$ cat src/rtl/muldiv_pkg.sv
// Shared definitions for the multiply/divide sequencer: R-type func codes,
// FSM state and operation-kind encodings, and small func-decode helpers.
package muldiv_pkg;

  localparam logic [5:0] FN_MULT  = 6'b011000;
  localparam logic [5:0] FN_MULTU = 6'b011001;
  localparam logic [5:0] FN_DIV   = 6'b011010;
  localparam logic [5:0] FN_DIVU  = 6'b011011;
  localparam logic [5:0] FN_MTHI  = 6'b010001;
  localparam logic [5:0] FN_MTLO  = 6'b010011;

  typedef enum logic [1:0] {
    IDLE,
    CALC,
    FIX
  } state_t;

  typedef enum logic {
    MUL,
    DIV
  } op_t;

  // True for the four multi-cycle arithmetic ops.
  function automatic logic is_calc_op(input logic [5:0] f);
    return (f == FN_MULT) || (f == FN_MULTU) || (f == FN_DIV) || (f == FN_DIVU);
  endfunction

  function automatic logic is_signed_op(input logic [5:0] f);
    return (f == FN_MULT) || (f == FN_DIV);
  endfunction

  function automatic logic is_div_op(input logic [5:0] f);
    return (f == FN_DIV) || (f == FN_DIVU);
  endfunction

endpackage

$ cat src/rtl/muldiv_iter.sv
// One combinational iteration of the shared datapath: a shift-add multiply
// step or a restoring-divide step over the {upper, lower} working pair.
module muldiv_iter
  import muldiv_pkg::*;
#(
  parameter int WIDTH = 32
) (
  input  op_t              op,
  input  logic [WIDTH-1:0] upper,
  input  logic [WIDTH-1:0] lower,
  input  logic [WIDTH-1:0] operand,
  output logic [WIDTH-1:0] upper_next,
  output logic [WIDTH-1:0] lower_next
);

  logic [WIDTH:0]   sum;
  logic [WIDTH:0]   rem_sh;
  logic [WIDTH-1:0] diff;

  // NOTE: every combinational output gets a default first so no path can
  // leave it unassigned and infer a latch.
  always_comb begin
    upper_next = upper;
    lower_next = lower;
    sum        = '0;
    rem_sh     = '0;
    diff       = '0;
    if (op == MUL) begin
      // Multiplier sits in the lower half; its LSB gates the add, and the
      // carry shifts into the top of the accumulator.
      sum = {1'b0, upper} + (lower[0] ? {1'b0, operand} : '0);
      {upper_next, lower_next} = {sum, lower[WIDTH-1:1]};
    end else begin
      rem_sh = {upper, lower[WIDTH-1]};
      // When the trial subtract succeeds the true difference is below the
      // divisor, so the low WIDTH bits are exact.
      diff   = rem_sh[WIDTH-1:0] - operand;
      if (rem_sh >= {1'b0, operand}) begin
        upper_next = diff;
        lower_next = {lower[WIDTH-2:0], 1'b1};
      end else begin
        upper_next = rem_sh[WIDTH-1:0];
        lower_next = {lower[WIDTH-2:0], 1'b0};
      end
    end
  end

endmodule

$ cat src/rtl/muldiv_seq_ctrl.sv
// Multi-cycle MULT/DIV sequencer owning architectural HI/LO; computes on
// operand magnitudes for WIDTH iterations, then applies the sign fix-up.
module muldiv_seq_ctrl
  import muldiv_pkg::*;
#(
  parameter int WIDTH = 32
) (
  input  logic             clk,
  input  logic             rst_n,
  input  logic             issue,
  input  logic [5:0]       func,
  input  logic [WIDTH-1:0] rs_val,
  input  logic [WIDTH-1:0] rt_val,
  input  logic             mf_req,
  input  logic             flush,
  output logic [WIDTH-1:0] hi,
  output logic [WIDTH-1:0] lo,
  output logic             busy,
  output logic             stall
);

  localparam int CW = $clog2(WIDTH + 1);

  state_t           state, state_next;
  logic [CW-1:0]    cnt;
  op_t              op;
  logic             a_neg, b_neg;
  logic [WIDTH-1:0] acc, low, divisor;
  logic [WIDTH-1:0] acc_step, low_step;
  logic             start, mt_hi, mt_lo;
  logic             rs_neg, rt_neg;
  logic [WIDTH-1:0] rs_mag, rt_mag;
  logic [WIDTH-1:0] fix_hi, fix_lo;
  logic [2*WIDTH-1:0] product;

  assign rs_neg = is_signed_op(func) & rs_val[WIDTH-1];
  assign rt_neg = is_signed_op(func) & rt_val[WIDTH-1];
  assign rs_mag = rs_neg ? -rs_val : rs_val;
  assign rt_mag = rt_neg ? -rt_val : rt_val;

  assign busy  = (state != IDLE);
  assign stall = busy & (issue | mf_req);

  // NOTE: sequential state uses non-blocking assignments so every register
  // samples pre-edge values, independent of block ordering.
  always_ff @(posedge clk or negedge rst_n) begin
    if (!rst_n) state <= IDLE;
    else        state <= state_next;
  end

  always_comb begin
    state_next = state;
    start      = 1'b0;
    mt_hi      = 1'b0;
    mt_lo      = 1'b0;
    if (flush) begin
      state_next = IDLE;
    end else begin
      case (state)
        IDLE: begin
          if (issue) begin
            if (is_calc_op(func)) begin
              start      = 1'b1;
              state_next = CALC;
            end
            mt_hi = (func == FN_MTHI);
            mt_lo = (func == FN_MTLO);
          end
        end
        CALC:    if (cnt == CW'(WIDTH - 1)) state_next = FIX;
        FIX:     state_next = IDLE;
        default: state_next = IDLE;
      endcase
    end
  end

  muldiv_iter #(.WIDTH(WIDTH)) u_iter (
    .op         (op),
    .upper      (acc),
    .lower      (low),
    .operand    (divisor),
    .upper_next (acc_step),
    .lower_next (low_step)
  );

  // Both ops start from acc=0 with the |rs| in the lower half.
  always_ff @(posedge clk or negedge rst_n) begin
    if (!rst_n) begin
      cnt     <= '0;
      op      <= MUL;
      a_neg   <= 1'b0;
      b_neg   <= 1'b0;
      acc     <= '0;
      low     <= '0;
      divisor <= '0;
    end else if (start) begin
      cnt     <= '0;
      op      <= is_div_op(func) ? DIV : MUL;
      a_neg   <= rs_neg;
      b_neg   <= rt_neg;
      acc     <= '0;
      low     <= rs_mag;
      divisor <= rt_mag;
    end else if (state == CALC && !flush) begin
      cnt <= cnt + 1'b1;
      acc <= acc_step;
      low <= low_step;
    end
  end

  assign product = {acc, low};

  always_comb begin
    fix_hi = '0;
    fix_lo = '0;
    if (op == MUL) begin
      {fix_hi, fix_lo} = (a_neg ^ b_neg) ? -product : product;
    end else begin
      // With a zero divisor every trial subtract succeeds, so acc ends holding
      // |rs|; re-applying the dividend sign returns rs_val unchanged.
      fix_hi = a_neg ? -acc : acc;
      if (divisor == '0) fix_lo = '1;
      else               fix_lo = (a_neg ^ b_neg) ? -low : low;
    end
  end

  always_ff @(posedge clk or negedge rst_n) begin
    if (!rst_n) begin
      hi <= '0;
      lo <= '0;
    end else if (state == FIX && !flush) begin
      hi <= fix_hi;
      lo <= fix_lo;
    end else begin
      if (mt_hi) hi <= rs_val;
      if (mt_lo) lo <= rs_val;
    end
  end

endmodule
$ cat config.mk
export PLATFORM = sky130hd
export DESIGN_NAME = muldiv_seq_ctrl
export DESIGN_NICKNAME = d
export VERILOG_FILES = /design/src/rtl/muldiv_pkg.sv /design/src/rtl/muldiv_iter.sv /design/src/rtl/muldiv_seq_ctrl.sv
export SDC_FILE = /design/constraint.sdc
export NUM_CORES = 1
export LEC_CHECK = 0
export BUFFER_PORTS_ARGS = -buffer_cell sky130_fd_sc_hd__buf_2
export CAP_MARGIN = 40
export CORE_MARGIN = 10
export CORE_UTILIZATION = 56
export DETAILED_ROUTE_END_ITERATION = 6
export PLACE_DENSITY = 0.76
export SETUP_SLACK_MARGIN = 0.05
export SLEW_MARGIN = 5
export SYNTH_ARGS = -nofsm -noshare
export SYNTH_HDL_FRONTEND = slang
export SYNTH_SLANG_ARGS = --single-unit
$ cat constraint.sdc
create_clock -name clk -period 4.75 [get_ports clk]
set_input_delay 0.475 -clock clk [delete_from_list [all_inputs] [get_ports clk]]
set_output_delay 0.475 -clock clk [all_outputs]
set_load 0.005 [all_outputs]
==> run summary <==
setup TNS = 0 ps
post_cts resized = 0
top cells by area, synth = dfrtp_1, mux2i_1, xnor2_1, ha_1, a21oi_1
post-route minimum period = 4303 ps
Post-synth EDFFs = 0
Yosys top cell area share = 29.07%
Fill cells = 2258
YS warnings = 0
static leakage = 0.007764 uW
worst-path cell chain = inv_1 > nor2_1 > ha_1 > a2111oi_0 > a21oi_1 > a21oi_1 > o211ai_1 > a221oi_1 > o21ai_1 > or3_1 > a41o_1
outcome = completed
CP max-delay cell = a2111oi_0
VDD IR max = 0.3157 mV
asr flop ratio synth = 100.0%
Post-DRT Antenna Nets = 0
die height = 182.1 um
initial antenna violation count = 0
First DRT Iteration DRCs = 1773
layout cell share with drive strength beyond 1 = 12.71%
Synth Cell Area = 14720 um2
CTS clk-pin slew, worst paths = 80 ps
dpl cells = 2192
Worst Setup Start Kind = register
I/O Pins = 141
DP Worst Slack = 604.0 ps
root buffer cell = clkbuf_16
fmax = 232.4 MHz
R2R depth = 11
vias per cell = 6.517
delay of the slowest critical-path stage = 770 ps
Main synth FF type = dfrtp_1
DPL Wire Length = 37720 um
Worst Path Arrival = 4630 ps
Synth top cells by count = dfrtp_1, nand2_1, nor2_1
RSZ-0062 raised after global routing = no
Crit Path Class = register to register
largest net degree at the start of global routing = 106
CTS tree = yes
most area-hungry cell type in the Yosys netlist = dfrtp_1
Final #Nets = 2022
Hold Vio Cnt, Final = 0
CP required = 5080 ps
reg2reg end = acc[30]
worst setup margin = 447.1 ps
worst slew pin tran = 1007 ps
max-cap viol count = 0
Critical path buffers and inverters = 1
CTS Hold Bufs = 0
GRT Util Overall = 29.03%
DR vias = 14493
CTS max path bufs = 2
Gate Count Post-Synth = 1797
Synth Net Count = 1943
Synth Register Bits = 171
final wirelength = 49970 um
core area = 25980 um2
Crit Path Max Fanout = 12
Crit path top cell by count = a21oi_1
TritonCTS Buffers = 17
Die Width = 182.1 um
top-count cell post-synth = dfrtp_1
number of port buffers = 140
Clock Skew = 19.05 ps
number of global-route vias before repair = 13842
clk sinks = 171
Post-route DRC = 0
CP endpoint kind = register
Final Cycle Share = 90.59%
WHS = 47.26 ps
Final Max Tran Viols = 0
Synth-to-Final Area Change = 11.08%
routability congestion estimate = 0.9697
first-pass GRT wire length = 78130 um
total grt overflow = 0
footprint of the multi-input gates = 9762 um2
fin cells = 2224
Seq/Total Area, Yosys = 29.07%
Die Area = 33170 um2
drt first pass iters = 6
Final Core Density = 62.92%
r2r setup slk = 450 ps
final setup fails = 0
Largest delay share family, worst path = compound AO/OA/AOI/OAI gates
P per Cell Area = 580.6 nW/um2
setup bufs post-CTS = 0
Yosys cell types = 82
wire per inst = 22.47 um
reg2reg start = low[0]
# rows = 59
register area = 4280 um2
# diodes = 0
Hold WC Path Type = input pin to async pin
clk_lat worst skew = 450 ps
Synth Area per Inst = 8.192 um2
# H-tree levels = 4
starting density of the core = 56.65%
worst rel slew slack = 32.80%
## placed cells by master, fill, tap and decap left out, types with 14 or more instances in the layout
| cell type | n |
|---|---|
| and2_1 | 14 |
| o221ai_1 | 14 |
| o21ai_1 | 40 |
| nand2_1 | 159 |
| xor2_1 | 64 |
| a21o_1 | 34 |
| a31oi_1 | 16 |
| or3_1 | 24 |
| buf_2 | 139 |
| nor3_1 | 37 |
| nor2b_1 | 21 |
| a21oi_1 | 124 |
| o211ai_1 | 33 |
| nor4_1 | 15 |
| buf_4 | 28 |
| xnor2_1 | 111 |
| a22oi_1 | 54 |
| clkbuf_16 | 17 |
| dfrtp_1 | 170 |
| o21ai_0 | 108 |
| a211oi_1 | 18 |
| o31ai_1 | 14 |
| nand4_1 | 27 |
| nand3_1 | 22 |
| ha_1 | 69 |
| nor2_1 | 157 |
| mux2i_1 | 106 |
| inv_1 | 68 |
## flip-flops by register name (all words and copies together), names as in the netlist
register  count
b_neg         1
hi           32
low          32
lo           32
a_neg         1
acc          32
op            1
state         2
divisor      32
cnt           6
## report_power, final
| part | leakage (uW) | total, uW | internal (uW) | switching (uW) |
|---|---|---|---|---|
| clock | 0.000290 | 1440 | 711 | 731 |
| sequential | 0.00225 | 2340 | 1750 | 585 |
| combinational | 0.00523 | 5710 | 2340 | 3370 |
## how the worst max path moves through the flow
stage / from / endpoint / slack, ps / cells past startpoint
after floorplan: low[0] / acc[30] / 1280 / 13
after CTS: low[0] / acc[30] / 600 / 11
final: low[0] / acc[30] / 450 / 11
after global routing: low[0] / acc[27] / 260 / 14
after global placement: low[0] / acc[27] / 690 / 13
after detailed placement: low[0] / acc[30] / 600 / 11
## layout make-up
type,instances,area share (%)
repair buffers,174,6.328
well taps,335,2.564
clock inverters,15,1.064
flip-flops and latches,171,26.18
inverters,68,1.561
multi-input cells,1444,59.70
clock buffers,17,2.602
## worst register-to-register path, delay by kind of cell (launching register included)
kind | cells | cell delay, ps
AOI/OAI and AO/OA | 7 | 2560
and+or+nand+nor | 2 | 410
DFF | 1 | 480
adders and majority gates | 1 | 360
buffers and inverters | 1 | 390
## metrics by stage
step	power, uW	cell area (um2)
finish	9494	16350
CTS	9370	16350
global placement	7841	15650
floorplan	6358	14720
global route	10060	16350
detailed placement	7917	15750
## routing by layer
metal  routed length (um)  track usage, %  up-vias
met1                20460           37.53     6946
met5                    0               0        -
met4                 1900           12.14        0
met3                 4121           4.787      119
met2                23480           47.18      727
li1                     -               -     6701
## cells by family (layout without fill, tap and decap cells)
| group | after synthesis | after routing | share of synthesized area [%] |
|---|---|---|---|
| compound gates | 541 | 541 | 23.82 |
| xor+xnor | 176 | 176 | 10.47 |
| fa+ha+maj | 71 | 71 | 6.137 |
| buf+inv | 182 | 274 | 4.828 |
| flops | 171 | 171 | 29.07 |
| mux | 107 | 107 | 7.284 |
| simple gates | 549 | 549 | 18.39 |
Note: power is estimated with default switching activity, not from simulation.
